File: config.mk
export PLATFORM = sky130hd
export DESIGN_NAME = chunk_fifo
export DESIGN_NICKNAME = d
export VERILOG_FILES = /design/src/rtl/chunk_fifo.sv
export SDC_FILE = /design/constraint.sdc
export NUM_CORES = 1
export LEC_CHECK = 0
export CAP_MARGIN = 20
export CELL_PAD_IN_SITES_DETAIL_PLACEMENT = 1
export CELL_PAD_IN_SITES_GLOBAL_PLACEMENT = 1
export CORE_ASPECT_RATIO = 1.75
export CORE_MARGIN = 4
export CORE_UTILIZATION = 49
export DETAILED_ROUTE_END_ITERATION = 10
export GPL_TIMING_DRIVEN = 0
export PLACE_DENSITY = 0.86
export SLEW_MARGIN = 20
export SYNTH_ARGS = -nofsm -noshare
export SYNTH_HDL_FRONTEND = slang
export SYNTH_SLANG_ARGS = --single-unit
File: constraint.sdc
create_clock -name clk -period 2.9 [get_ports clk]
set_input_delay 0.58 -clock clk [delete_from_list [all_inputs] [get_ports clk]]
set_output_delay 0.58 -clock clk [all_outputs]
set_load 0.05 [all_outputs]
File: src/rtl/chunk_fifo.sv
// Show-ahead word FIFO between the chunker and the output port; sticky overflow on loss.
// Optional CHUNK_FIFO_DROPCNT_EN adds a saturating 16-bit drop_count output.
module chunk_fifo #(
  parameter int M     = 32,
  parameter int DEPTH = 16,
  parameter int AFULL = 12
) (
  input  logic                     clk,
  input  logic                     reset,
  input  logic [M-1:0]             din,
  input  logic                     din_valid,
  output logic [M-1:0]             dout,
  output logic                     dout_valid,
  input  logic                     dout_ready,
  output logic [$clog2(DEPTH):0]   count,
  output logic                     empty,
  output logic                     full,
  output logic                     almost_full,
  output logic                     overflow
`ifdef CHUNK_FIFO_DROPCNT_EN
  ,
  output logic [15:0]              drop_count
`endif
);

  localparam int AW = $clog2(DEPTH);
  localparam logic [AW:0] CDEPTH = (AW+1)'(DEPTH);
  localparam logic [AW:0] CAFULL = (AW+1)'(AFULL);

  logic [M-1:0]  mem [DEPTH];
  logic [AW-1:0] wr_ptr;
  logic [AW-1:0] rd_ptr;
  logic          pop;
  logic          push;
  logic          drop;

  assign empty       = (count == '0);
  assign full        = (count == CDEPTH);
  assign almost_full = (count >= CAFULL);
  assign dout_valid  = !empty;
  assign dout        = empty ? '0 : mem[rd_ptr];

  assign pop  = dout_valid && dout_ready;
  assign push = din_valid && (!full || pop);
  assign drop = din_valid && full && !pop;

  // Storage is never cleared; reset only rewinds the pointers.
  always_ff @(posedge clk) begin
    if (push && !reset)
      mem[wr_ptr] <= din;
  end

  always_ff @(posedge clk) begin
    if (reset) begin
      wr_ptr   <= '0;
      rd_ptr   <= '0;
      count    <= '0;
      overflow <= 1'b0;
    end else begin
      if (push)
        wr_ptr <= wr_ptr + 1'b1;
      if (pop)
        rd_ptr <= rd_ptr + 1'b1;
      if (push && !pop)
        count <= count + 1'b1;
      else if (pop && !push)
        count <= count - 1'b1;
      if (drop)
        overflow <= 1'b1;
    end
  end

`ifdef CHUNK_FIFO_DROPCNT_EN
  always_ff @(posedge clk) begin
    if (reset)
      drop_count <= '0;
    else if (drop && drop_count != 16'hFFFF)
      drop_count <= drop_count + 16'd1;
  end
`endif

endmodule

**After elaboration in Yosys (flattened, before gate mapping)**

Memory sizes are Yosys's and may differ from the RTL's. A register that Yosys moved wholly into a read port is not among the register bits.
Cells that the tools add are included.

- Memories kept: 1
- Word-level logic and storage cells: 33
- Bits in read-only memories: 0
- Input bits: 36
- Memory bits (writable): 512
- Bits in registers: 14
- Latch bits: 0

- Equal/unequal tests: 1
- Reductions and logical operators: 15
- Multipliers: 0
- Order comparisons: 1
- $add $sub $neg: 4
- Bitwise gates (word level): 0
- Shift operators: 0
- Muxes and demuxes: 7
- Div/mod/pow operators: 0

Memory list:

| memory | depth | bits a word | read ports | clocked after memory_dff | write ports | line | text |
|---|---|---|---|---|---|---|---|
| mem | 16 | 32 | 1 | 1 | 1 | 30 | `logic [M-1:0] mem [DEPTH];` |

Operators by type and width:

| kind | number |
|---|---|
| two-way mux 32 bit | 1 |
| two-way mux 5 bit | 2 |
| adder 4 x 1 -> 4 bit, second input constant | 2 |
| two-way mux 4 bit | 2 |
| logical AND 1 bit | 7 |
| adder 5 x 1 -> 5 bit, second input constant | 1 |
| equality test 5 bit, second input constant | 1 |
| >= comparator 5 x 4 -> 1 bit, second input constant | 1 |
| zero test 1 bit | 5 |
| zero test 5 bit | 1 |
| subtractor 5 x 1 -> 5 bit, second input constant | 1 |
| two-way mux 1 bit | 2 |
| nonzero test 2 bit | 1 |
| logical OR 1 bit | 1 |

**Depth between registers and ports, before layout**

- Word-level depth: 9
- Depth in mapped cells: 11
- Depth with buffers taken out: 10

**Worst setup path before layout**

OpenSTA, ideal clock, no wires.

- Path kind: register to register
- From: reg count[4]
- To: reg count[4]
- Arrival time: 2.950 ns
- Library setup time: 0.121 ns
- Buffers on the path: 0
- Stages on the path, launching flop included: 11
- Slack: -0.171 ns
- Clock period less this slack: 3.071 ns
- Cells stage by stage: dfxtp_1 > inv_1 > o31ai_4 > inv_1 > ha_1 > inv_1 > ha_1 > a21oi_1 > a211oi_1 > a31oi_1 > mux2_2

- Longest elaborated chain between the ends: 8

RTL lines:

| element | line | text |
|---|---|---|
| from (decl) | 15 | `output logic [$clog2(DEPTH):0] count,` |
| from (signal assigned) | 65 | `count <= count + 1'b1;` |
| from (signal assigned) | 67 | `count <= count - 1'b1;` |
| parallel branches: the longest is 8 deep, another holds subtractor 5 x 1 -> 5 bit | - |  |

Several ways; the timed one is not identified. The select of a mux whose other input is x is not followed.
A chain may end at the register's enable or synchronous reset.

**Worst setup path in the final report**

- From: reg count[0]
- To: out dout[13]

- Longest elaborated chain between the ends: 2

RTL lines:

| element | line | text |
|---|---|---|
| zero test 5 bit | 37 | `assign empty = (count == '0);` |
| two-way mux 32 bit | 41 | `assign dout = empty ? '0 : mem[rd_ptr];` |
| to (decl) | 12 | `output logic [M-1:0] dout,` |

Every way passes these cells.

==> run metrics <==
# fillers about 3300; clock buffer depth 3; XOR/XNOR Fraction of Synth Area less than 1%; WP data arrival 2.71 ns; CP Data Required Time 2.32 ns; post-synthesis compound-gate area fraction between 2 and 2.5%; Die X-Extent between 150 and 200 um; critical path's most frequent cell buf_12; Diodes inserted 0; Post-synth EDFFs slightly above 500; simple-gate share of the synthesized area approximately 2.3%; Final Core Density between 60% and 70%; critical path fanouts, max 7; wire length per cell approximately 35 um; cell count after synthesis approximately 900; Synth Cell Area just over 0.02 mm^2; Synth cell types 35; area share of the largest cell type after synthesis 75.15%; yosys warns 0; total gr overflow 0; syn nets between 900 and 1000; Main synth FF type edfxtp_1; DR pass1 iterations 5; max incr delay on CP between 0.6 and 0.7 ns; Pwr Density between 800 and 900 mW/mm^2; Final Cycle Share 113.6%; WS Path Type reg2out; post-synthesis mux area share between 10% and 20%; max-cap violations 0; crit path cell chain or4_4 -> o211ai_4 -> buf_12 -> buf_12 -> nor2b_1 -> a221o_1 -> buf_6; crit path time final between 3 and 4 ns; Pleak 0.007876 uW; total number of vias around 10000; gp weighted congestion 0.7363; Worst-Margin Slew 0.7318 ns; Mapped Avg Cell Area roughly 23 um^2; DR DRC count 0; Max Slew Vio Count 0; Worst path slowest cell or4_4; vias in the first global route ~11000; vias per cell between 6 and 7; hold path depth 2; # setup viols final 33; Worst slew margin just over 50%; Initial Util between 40 and 50%; failing checks negative setup slack; initial drt markers roughly 1400; top cells by area, synth edfxtp_1 (75%), mux4_2 (14%), mux2_2 (1.9%); gr usage total roughly a quarter; core area between 0.04 and 0.05 mm^2; area added between synthesis and finish 21.00%; status finished with violations; register area share after synthesis around three quarters; Reg2Reg Depth 11; Ports between 70 and 80; Clk pin slew, worst setup/hold paths 0.07 ns; detailed placement HPWL between 30 and 40 mm; final hold violations 0; largest net degree at the start of global routing 22; Synth area leader edfxtp_1; initial antenna violation count 2; standard-cell rows 98; share of cells above drive strength 1 36.94%; htree depth 2; die area 0.04522 mm^2; Root Buffer clkbuf_16; Die H 278.3 um; post-layout total power approximately 22000 uW; RSZ-0062 raised after global routing true; FMAX just over 300 MHz; worst skew pair latency about 0.58 ns; Final #Nets between 1000 and 1500; post-synthesis adder-cell area fraction less than 1%; drt total wl about 57 mm; TritonCTS Buffers between 40 and 50; Sink Count 530; worst vdd ir just over 700 uV; main combinational cell family by area after synthesis multiplexers; commonest non-fill, non-tap cell in the layout edfxtp_1; Worst setup SP type register; port bufs 76; final worst setup slack -0.3943 ns; CTS tree yes; most frequent cells in the layout edfxtp_1 (512), mux4_2 (128), clkbuf_16 (49); Setup Skew ~0.023 ns; antenna viol nets, final 0; Min-Delay Path Class in2reg; first-pass GRT wire length 81.24 mm; Synth Register Bits 530; FFs w/ async S/R, synth 0%; CTS Hold Bufs 0; crit end category output port
routing by layer:
layer,vias up,GRT usage [%],wire (um)
met2,634,44.79,30980
met4,4,9.529,2052
met1,5578,30.89,19890
li1,4105,-,-
met3,125,3.927,4050
met5,-,0,27
power by group:
group	total [uW]	internal (uW)	leakage, uW	switching, uW
clock	6340	3510	0.000738	2830
combinational	6530	2890	0.00238	3640
sequential	8650	8540	0.00476	108
total	21500	14900	0.00788	6580
Yosys cell counts, types with 4 or more instances:
library cell    n
inv_1           9
buf_1           7
edfxtp_1      512
and3_1         16
buf_6           9
buf_2          20
a221o_1        32
ha_1           10
mux2_2         34
nor2b_1        33
nand2_1         4
xor2_1          5
a21oi_1         4
dfxtp_1        18
nor2_1         21
clkbuf_1        8
mux4_2        128
cell families after synthesis:
family | count (synthesis)
fa+ha+maj | 11
mux | 164
flops | 530
simple gates | 83
xor+xnor | 8
compound gates | 47
buf+inv | 54
registers in the layout (all words and copies together), names as in the netlist, named ones only:
name,flops
count,5
mem,512
overflow,1
rd_ptr,4
wr_ptr,4
worst paths after layout:
path / slack (ns) / from / endpoint
setup / recovery: -0.39 / count[0] / dout[13]
hold / removal: 0.41 / reset / overflow
setup reg to reg: -0.15 / count[0] / count[4]
hold reg to reg: 0.53 / overflow / overflow
cell type report:
cell class,instances,area (um^2),area share (%)
inverters,9,38.79,0.1567
multi-input cells,313,4725,19.08
plain buffers,44,533.0,2.153
clock buffers,51,1191,4.811
clock inverters,31,324.1,1.309
well taps,550,688.2,2.780
repair buffers,113,1504,6.075
flip-flops and latches,530,15750,63.63
repair_timing:
item                                    CTS  global route
cloned                                    5             2
buffers inserted                         12             4
pin swaps                                 7            10
endpoints found under the setup margin   36           147
resized for setup                       366            49
worst max-delay path, delay by kind of cell, from the launching register on:
kind                   cells  cell delay [ns]
and+or+nand+nor            2             0.66
AOI/OAI and AO/OA          2             0.59
buffers and inverters      3             0.52
DFF                        1             0.35
through the flow:
step / area, um^2 / setup WS, ns / cells / hold slack [ns] / setup TNS [ns]
2_1_floorplan: 20470 / 0.03449 / 897 / 0.4902 / 0
3_3_place_gp: 21920 / -1.165 / 1523 / 0.4789 / -520.77
3_5_place_dp: 22340 / -1.018 / 1539 / 0.5055 / -71.78
4_1_cts: 24560 / -0.4260 / 1638 / 0.3980 / -12.42
5_1_grt: 24760 / -0.4357 / 1641 / 0.4387 / -12.67
6_report: 24760 / -0.3943 / 1641 / 0.4141 / -10.94
Note: power is estimated with default switching activity, not from simulation.
